## src/rtl/dp_sequencer_if.sv

```systemverilog
// Instruction handshake, ALU status and datapath control word for dp_sequencer.
// No logic; the sequencer uses the slave modport and its driver uses the master modport.
// The handshake is valid/ready: instr is taken on any edge where instr_valid and instr_ready are both high.
interface dp_sequencer_if;
  logic [31:0] instr;
  logic        instr_valid;
  logic        instr_ready;
  logic [3:0]  status;
  logic [4:0]  fs;
  logic [4:0]  addrR;
  logic [4:0]  addrA;
  logic [4:0]  addrB;
  logic [63:0] k;
  logic        s;
  logic        sd;
  logic        sb;
  logic        c0;
  logic        w;
  logic [3:0]  flags;
  logic        op_done;
  logic        illegal;

  modport slave (
    input  instr, instr_valid, status,
    output instr_ready, fs, addrR, addrA, addrB, k, s, sd, sb, c0, w,
           flags, op_done, illegal
  );

  modport master (
    output instr, instr_valid, status,
    input  instr_ready, fs, addrR, addrA, addrB, k, s, sd, sb, c0, w,
           flags, op_done, illegal
  );
endinterface

```

## src/rtl/dp_sequencer.sv

```systemverilog
// Decodes instruction words into a registered ALU/register-file control word; SWAP runs as a 3-cycle XOR swap.
// Latency: an instruction accepted at edge N has its control word valid in cycle N+1; write and flag capture happen at edge N+2.
// Backpressure: instr_ready is low in SW1 and SW2 only; single-cycle ops accept one instruction per clock.
module dp_sequencer #(
  parameter logic [4:0] FS_ADD = 5'b01000,
  parameter logic [4:0] FS_AND = 5'b00000,
  parameter logic [4:0] FS_ORR = 5'b00100,
  parameter logic [4:0] FS_EOR = 5'b01100,
  parameter logic [4:0] FS_SUB = 5'b01001
) (
  input logic           clk,
  input logic           rst,
  dp_sequencer_if.slave bus
);

  typedef enum logic [2:0] {IDLE, EXEC, SW1, SW2, SW3} state_t;

  typedef struct packed {
    logic [4:0]  fs;
    logic [4:0]  addr_r;
    logic [4:0]  addr_a;
    logic [4:0]  addr_b;
    logic [11:0] imm;
    logic        s;
    logic        sd;
    logic        sb;
    logic        c0;
    logic        w;
    logic        op_done;
    logic        illegal;
    logic        flag_en;
  } ctrl_t;

  state_t     state_q, state_d;
  ctrl_t      ctrl_q, ctrl_d;
  logic [4:0] rd_q, rn_q;
  logic [3:0] flags_q;
  logic       hs;

  logic [3:0] op;
  logic       setf;
  logic [4:0] rd, rn, rm;
  logic [11:0] imm;

  assign op   = bus.instr[31:28];
  assign setf = bus.instr[27];
  assign rd   = bus.instr[26:22];
  assign rn   = bus.instr[21:17];
  assign rm   = bus.instr[16:12];
  assign imm  = bus.instr[11:0];

  assign bus.instr_ready = (state_q != SW1) && (state_q != SW2);
  assign hs = bus.instr_valid && bus.instr_ready;

  // State register.
  always_ff @(posedge clk or posedge rst) begin
    if (rst) state_q <= IDLE;
    else     state_q <= state_d;
  end

  // Next state and next control word; the SWAP steps reuse the rd/rn captured at the handshake.
  always_comb begin
    state_d = IDLE;
    ctrl_d  = '0;
    case (state_q)
      IDLE, EXEC, SW3: begin
        if (hs) begin
          state_d        = EXEC;
          ctrl_d.op_done = 1'b1;
          case (op)
            4'd0: ;
            4'd1, 4'd2, 4'd3, 4'd4: begin
              ctrl_d.fs      = (op == 4'd1) ? FS_ADD : (op == 4'd2) ? FS_SUB :
                               (op == 4'd3) ? FS_AND : FS_ORR;
              ctrl_d.addr_r  = rd;
              ctrl_d.addr_a  = rn;
              ctrl_d.addr_b  = rm;
              ctrl_d.c0      = (op == 4'd2);
              ctrl_d.sd      = 1'b1;
              ctrl_d.w       = 1'b1;
              ctrl_d.flag_en = setf;
            end
            4'd5: begin
              ctrl_d.fs      = FS_ADD;
              ctrl_d.addr_r  = rd;
              ctrl_d.addr_a  = rn;
              ctrl_d.imm     = imm;
              ctrl_d.s       = 1'b1;
              ctrl_d.sd      = 1'b1;
              ctrl_d.w       = 1'b1;
              ctrl_d.flag_en = setf;
            end
            4'd6: begin
              // Register 31 reads as zero, so ORR with it passes the constant through.
              ctrl_d.fs     = FS_ORR;
              ctrl_d.addr_r = rd;
              ctrl_d.addr_a = 5'd31;
              ctrl_d.imm    = imm;
              ctrl_d.s      = 1'b1;
              ctrl_d.sd     = 1'b1;
              ctrl_d.w      = 1'b1;
            end
            4'd7: begin
              ctrl_d.addr_r = rd;
              ctrl_d.addr_b = rm;
              ctrl_d.sb     = 1'b1;
              ctrl_d.w      = 1'b1;
            end
            4'd8: begin
              ctrl_d.fs      = FS_SUB;
              ctrl_d.addr_a  = rn;
              ctrl_d.addr_b  = rm;
              ctrl_d.c0      = 1'b1;
              ctrl_d.flag_en = 1'b1;
            end
            4'd9: begin
              // A self-swap would zero the register, so rd==rn degrades to a NOP.
              if (rd != rn) begin
                state_d        = SW1;
                ctrl_d.op_done = 1'b0;
                ctrl_d.fs      = FS_EOR;
                ctrl_d.addr_r  = rd;
                ctrl_d.addr_a  = rd;
                ctrl_d.addr_b  = rn;
                ctrl_d.sd      = 1'b1;
                ctrl_d.w       = 1'b1;
              end
            end
            default: ctrl_d.illegal = 1'b1;
          endcase
        end
      end
      SW1: begin
        state_d       = SW2;
        ctrl_d.fs     = FS_EOR;
        ctrl_d.addr_r = rn_q;
        ctrl_d.addr_a = rd_q;
        ctrl_d.addr_b = rn_q;
        ctrl_d.sd     = 1'b1;
        ctrl_d.w      = 1'b1;
      end
      SW2: begin
        state_d        = SW3;
        ctrl_d.fs      = FS_EOR;
        ctrl_d.addr_r  = rd_q;
        ctrl_d.addr_a  = rd_q;
        ctrl_d.addr_b  = rn_q;
        ctrl_d.sd      = 1'b1;
        ctrl_d.w       = 1'b1;
        ctrl_d.op_done = 1'b1;
      end
      default: state_d = IDLE;
    endcase
  end

  // Registered control word plus the SWAP operands captured at the handshake.
  always_ff @(posedge clk or posedge rst) begin
    if (rst) begin
      ctrl_q <= '0;
      rd_q   <= '0;
      rn_q   <= '0;
    end else begin
      ctrl_q <= ctrl_d;
      if (hs) begin
        rd_q <= rd;
        rn_q <= rn;
      end
    end
  end

  // Flags follow the ALU status at the close of a flag-setting execute cycle.
  always_ff @(posedge clk or posedge rst) begin
    if (rst)                 flags_q <= '0;
    else if (ctrl_q.flag_en) flags_q <= bus.status;
  end

  assign bus.fs      = ctrl_q.fs;
  assign bus.addrR   = ctrl_q.addr_r;
  assign bus.addrA   = ctrl_q.addr_a;
  assign bus.addrB   = ctrl_q.addr_b;
  assign bus.k       = {52'b0, ctrl_q.imm};
  assign bus.s       = ctrl_q.s;
  assign bus.sd      = ctrl_q.sd;
  assign bus.sb      = ctrl_q.sb;
  assign bus.c0      = ctrl_q.c0;
  assign bus.w       = ctrl_q.w;
  assign bus.flags   = flags_q;
  assign bus.op_done = ctrl_q.op_done;
  assign bus.illegal = ctrl_q.illegal;

endmodule

```

## src/flat_wrapper.sv

```systemverilog
// flat-port wrapper written by rule: the top's interface ports become plain ports
module dp_sequencer_flat 
#(
  parameter logic [4:0] FS_ADD = 5'b01000,
  parameter logic [4:0] FS_AND = 5'b00000,
  parameter logic [4:0] FS_ORR = 5'b00100,
  parameter logic [4:0] FS_EOR = 5'b01100,
  parameter logic [4:0] FS_SUB = 5'b01001
)
  (clk, rst, bus_instr, bus_instr_valid, bus_status, bus_instr_ready, bus_fs, bus_addrR, bus_addrA, bus_addrB, bus_k, bus_s, bus_sd, bus_sb, bus_c0, bus_w, bus_flags, bus_op_done, bus_illegal);
  dp_sequencer_if bus_i ();
  input logic clk;
  input logic rst;
  input wire logic [$bits(bus_i.instr)-1:0] bus_instr;
  input wire logic [$bits(bus_i.instr_valid)-1:0] bus_instr_valid;
  input wire logic [$bits(bus_i.status)-1:0] bus_status;
  output wire logic [$bits(bus_i.instr_ready)-1:0] bus_instr_ready;
  output wire logic [$bits(bus_i.fs)-1:0] bus_fs;
  output wire logic [$bits(bus_i.addrR)-1:0] bus_addrR;
  output wire logic [$bits(bus_i.addrA)-1:0] bus_addrA;
  output wire logic [$bits(bus_i.addrB)-1:0] bus_addrB;
  output wire logic [$bits(bus_i.k)-1:0] bus_k;
  output wire logic [$bits(bus_i.s)-1:0] bus_s;
  output wire logic [$bits(bus_i.sd)-1:0] bus_sd;
  output wire logic [$bits(bus_i.sb)-1:0] bus_sb;
  output wire logic [$bits(bus_i.c0)-1:0] bus_c0;
  output wire logic [$bits(bus_i.w)-1:0] bus_w;
  output wire logic [$bits(bus_i.flags)-1:0] bus_flags;
  output wire logic [$bits(bus_i.op_done)-1:0] bus_op_done;
  output wire logic [$bits(bus_i.illegal)-1:0] bus_illegal;
  assign bus_i.instr = bus_instr;
  assign bus_i.instr_valid = bus_instr_valid;
  assign bus_i.status = bus_status;
  assign bus_instr_ready = bus_i.instr_ready;
  assign bus_fs = bus_i.fs;
  assign bus_addrR = bus_i.addrR;
  assign bus_addrA = bus_i.addrA;
  assign bus_addrB = bus_i.addrB;
  assign bus_k = bus_i.k;
  assign bus_s = bus_i.s;
  assign bus_sd = bus_i.sd;
  assign bus_sb = bus_i.sb;
  assign bus_c0 = bus_i.c0;
  assign bus_w = bus_i.w;
  assign bus_flags = bus_i.flags;
  assign bus_op_done = bus_i.op_done;
  assign bus_illegal = bus_i.illegal;
  dp_sequencer #(.FS_ADD(FS_ADD), .FS_AND(FS_AND), .FS_ORR(FS_ORR), .FS_EOR(FS_EOR), .FS_SUB(FS_SUB)) u_core (.clk(clk), .rst(rst), .bus(bus_i));
endmodule
```

## config.mk

```make
export PLATFORM = sky130hd
export DESIGN_NAME = dp_sequencer_flat
export DESIGN_NICKNAME = d
export VERILOG_FILES = /design/src/rtl/dp_sequencer_if.sv /design/src/rtl/dp_sequencer.sv /design/src/flat_wrapper.sv
export SDC_FILE = /design/constraint.sdc
export NUM_CORES = 1
export LEC_CHECK = 0
export CORE_MARGIN = 2
export CORE_UTILIZATION = 42
export CTS_CLUSTER_DIAMETER = 80
export DETAILED_ROUTE_END_ITERATION = 8
export GPL_TIMING_DRIVEN = 1
export HOLD_SLACK_MARGIN = 0.1
export PLACE_DENSITY = 0.81
export SLEW_MARGIN = 20
export SYNTH_ARGS = -nofsm -noshare
export SYNTH_HDL_FRONTEND = slang
export SYNTH_SLANG_ARGS = --single-unit
```

## constraint.sdc

```tcl
create_clock -name clk -period 1.9 [get_ports clk]
set_input_delay 0.38 -clock clk [delete_from_list [all_inputs] [get_ports clk]]
set_output_delay 0.38 -clock clk [all_outputs]
set_load 0.01 [all_outputs]
```

# Word level (Yosys, flattened, before mapping)
# Cells that the tools add are included.
# totals
input_bits,39
word_cells,77
ff_bits,57
output_inout_bits,96
# classes
eq_ne,16
mux,30
n_reduce_logical,14
# ops
operator,count
$pmux W20 S3,1
$mux W40,1
$mux W13,2
$pmux W5 S5,1
$pmux W5 S2,2
$mux W19,1
$reduce_or A6 Y1,3
$eq A4 B3 Y1 const B,4
$pmux W5 S3,1
$pmux W1 S2,7
$mux W5,2
$reduce_or A10 Y1,1
$mux W3,3
$pmux W3 S3,1
$eq A4 B2 Y1 const B,2
$eq A4 B4 Y1 const B,2
$mux W2,4
$reduce_or A7 Y1,1
$eq A3 B2 Y1 const B,2
$ne A3 B2 Y1 const B,2
$ne A5 B5 Y1,1
$reduce_or A5 Y1,1
$eq A4 B1 Y1 const B,1
$logic_not A4 Y1,1
8 further kinds,13

# Logic depth before layout (Yosys ltp)
# logic_depth
word_depth,7
mapped_depth,6
mapped_depth_nobuf,4

# Least setup slack after synthesis
# No wires, ideal clock.
# synth_timing
path_type,input to register
startpoint,input bus_instr[28]
endpoint,"register u_core.ctrl_q, in the netlist u_core.bus.addrA[0]"
t_arrival_ps,1376
setup_slack_ps,398
setup_time_ps,126
path_buffers,1
required_ps,1774
path_stages,5
path_cell_list,buf_2 > nor3_2 > nand2b_1 > and4_1 > a221o_1
# synth_lines
element,line,text
from (decl),flat_wrapper.sv:14,input wire logic [$bits(bus_i.instr)-1:0] bus_instr;
to (signal assigned),dp_sequencer.sv:163,ctrl_q <= ctrl_d;
to (decl),dp_sequencer.sv:35,"ctrl_t ctrl_q, ctrl_d;"

==> results by group <==
Global route
  • First-pass GRT wire length: 9.528 mm
  • Largest net degree at the start of global routing: 56
  • Total global routing track utilization: 0.1569
  • Vias in the first global route: 1,927
  • Gr ovfl total: 0
  • Initial antenna violation count: 0

STA
  • Tmin final: 1789 ps
  • Slew @ Worst Pin: 612.7 ps
  • Slew margin rel.: 0.5810
  • Final setup margin: 111.0 ps
  • # setup viols final: 0
  • Final Skew: 9.085 ps
  • RSZ-0062 raised after global routing: no
  • Final Hold Vio Count: 0
  • Fin. max-slew vios: 0
  • Hold Slack: 415.3 ps
  • Fmax: 559.0 MHz
  • Final Cycle Share: 0.9416

CTS
  • CTS tree: built
  • Reg clk slew, reported paths: 100 ps
  • Root Driver: clkbuf_8
  • Total CTS buffers: 5
  • H-tree depth: 2
  • Clock Path Buffers: 2
  • Cts hold-fix bufs: 0
  • CTS sink cnt: 55
  • Worst skew pair latency: 310 ps

Route
  • DRC violations left: 0
  • DRT Pass-1 Iters: 4
  • Via count: 2,058
  • Vias per inst: 4.464
  • Routed wire length: 6.174 mm
  • Antenna Nets Post-Route: 0
  • Drt initial violations: 124
  • Wire per inst: 13.39 um

Pwr
  • Pwr Density: 679.3 nW/um^2
  • Total Power: 0.002628 W
  • LEAKAGE: 1.794 nW
  • Peak supply drop: 0.2798 mV

Floorplan
  • Placement row count: 31
  • IO Pins: 135
  • Core Region: 7176 um^2
  • Die area: 8026 um^2
  • Initial Utilization: 0.4288
  • Die W: 89.59 um
  • Die Height: 89.59 um

Placed design
  • DP Wirelength: 4.601 mm
  • Port Buffers: 80
  • Pre-CTS setup slack: -238.0 ps
  • Final GP Congestion: 0.8586

Cells and area
  • Share of cells above drive strength 1: 0.2099
  • Commonest non-fill, non-tap cell in the layout: clkdlybuf4s50_1
  • Most frequent cells in the layout: clkdlybuf4s50_1 (79), dfrtp_1 (55), conb_1 (54)
  • # diodes: 0
  • Synthesis-to-layout area growth: 25.74%
  • Layout Nets: 400

Setup path
  • Worst Path Arrival: 2050 ps
  • Critical path fanouts, max: 8
  • Kind of start point of the critical path: input pin
  • CP Class: in2reg
  • Critical Path End Type: flip-flop
  • Required time of the critical path: 2160 ps

Yosys
  • Register area share after synthesis: 0.4473
  • Synth cell types: 47
  • Mapped cell area: 3077 um^2
  • Syn. warnings: 0
  • Syn_area_per_cell: 10.95 um^2
  • Yosys reg bits: 55
  • Post-Syn Instances: 281
  • Ys async rst share: 1.000
  • Post-synth EDFFs: 0
  • Main flop type after synthesis: dfrtp_1

Job
  • Max Cap Violations: 0

Status
  • Status: finished clean

Worst hold path
  • Hold Path Class: in2async
worst max-delay path, stage by stage:
cell and delay (ps):
clkdlybuf4s50_1 660, nor3_2 90, buf_4 150, a2111oi_0 580
or3_1 190
synth_stat cells, drive strengths merged, types with 3 or more instances:
library cell,n,area share
buf,93,0.23
dfrtp,55,0.45
and2,19,0.039
mux2,19,0.070
o21ai,11,0.019
a221o,10,0.033
nand2,10,0.013
nand3,7,0.011
a21o,6,0.015
nor2,6,0.0081
xor2,5,0.014
nand2b,3,0.0085
nor3,3,0.010
through the flow:
stage               instances  instance area (um^2)  TNS [ps]    util
finish                    461                  3869         0  0.5391
global route              461                  3869         0  0.5391
floorplan                 334                  3276         0       -
CTS                       461                  3869         0  0.5391
global placement          453                  3775     -1858  0.5261
detailed placement        453                  3775     -3156  0.5261
flip-flops by register name (all words and copies together), names as in the netlist:
register            count
u_core.bus.sb           1
u_core.bus.w            1
u_core.bus.addrA        5
u_core.bus.c0           1
u_core.bus.fs           3
u_core.bus.s            1
u_core.bus.addrB        5
u_core.bus.op_done      1
u_core.bus.illegal      1
u_core.state_q          3
u_core.bus.addrR        5
u_core.rd_q             5
u_core.rn_q             5
u_core.bus.flags        4
u_core.ctrl_q           1
u_core.bus.sd           1
u_core.bus.k           12
worst paths after layout:
check / start / end / slack (ps) / depth (start not counted)
worst max-delay path: bus_instr[29] / u_core.bus.sd / 110 / 5
worst min-delay path: rst / u_core.bus.op_done / 420 / 3
worst max register to register: u_core.state_q[1] / u_core.bus.sd / 300 / 4
worst min register to register: u_core.bus.flags[1] / u_core.bus.flags[1] / 510 / 1
max in group asynchronous: rst / u_core.bus.illegal / 1240 / 3
min in group clk: u_core.bus.flags[1] / u_core.bus.flags[1] / 510 / 1
routing by layer:
| metal | GRT usage | vias to the layer above | wire, um |
|---|---|---|---|
| met2 | 0.2747 | 80 | 3222 |
| met3 | 0.02102 | 7 | 334 |
| met5 | 0 | - | 0 |
| met4 | 0.07056 | 0 | 116 |
| li1 | - | 979 | - |
| met1 | 0.1919 | 992 | 2500 |
area by class of cell:
type	count	area (um^2)
clock buffers	5	68.82
clock inverters	3	23.77
fillers	613	3307
inverters	2	7.507
multi-input cells	182	1194
flip-flops and latches	55	1376
well taps	99	123.9
repair buffers	115	1075
power breakdown:
part	leakage [nW]	total, W	internal (W)	switching, W
Clock	0.0408	0.000658	0.000264	0.000394
Combinational	1.04	0.000651	0.000359	0.000293
Sequential	0.716	0.00132	0.00127	0.0000501
what timing repair did:
action / CTS / global route
resized for setup: 2 / 1
endpoints found under the setup margin: 1 / 1
hold endpoints to repair: 0 / 0
setup buffers: 0 / 0
logic make-up (layout without fill, tap and decap cells):
family / after synthesis / after routing / share of synthesized area
muxes: 19 / 19 / 0.06954
buffers and inverters: 97 / 125 / 0.2302
xor gates and xnor gates: 7 / 7 / 0.01993
AOI/OAI and AO/OA: 41 / 41 / 0.1086
DFF: 55 / 55 / 0.4473
and+or+nand+nor: 61 / 61 / 0.1232
other: 1 / 54 / 0.001219
Note: power is estimated with default switching activity, not from simulation.
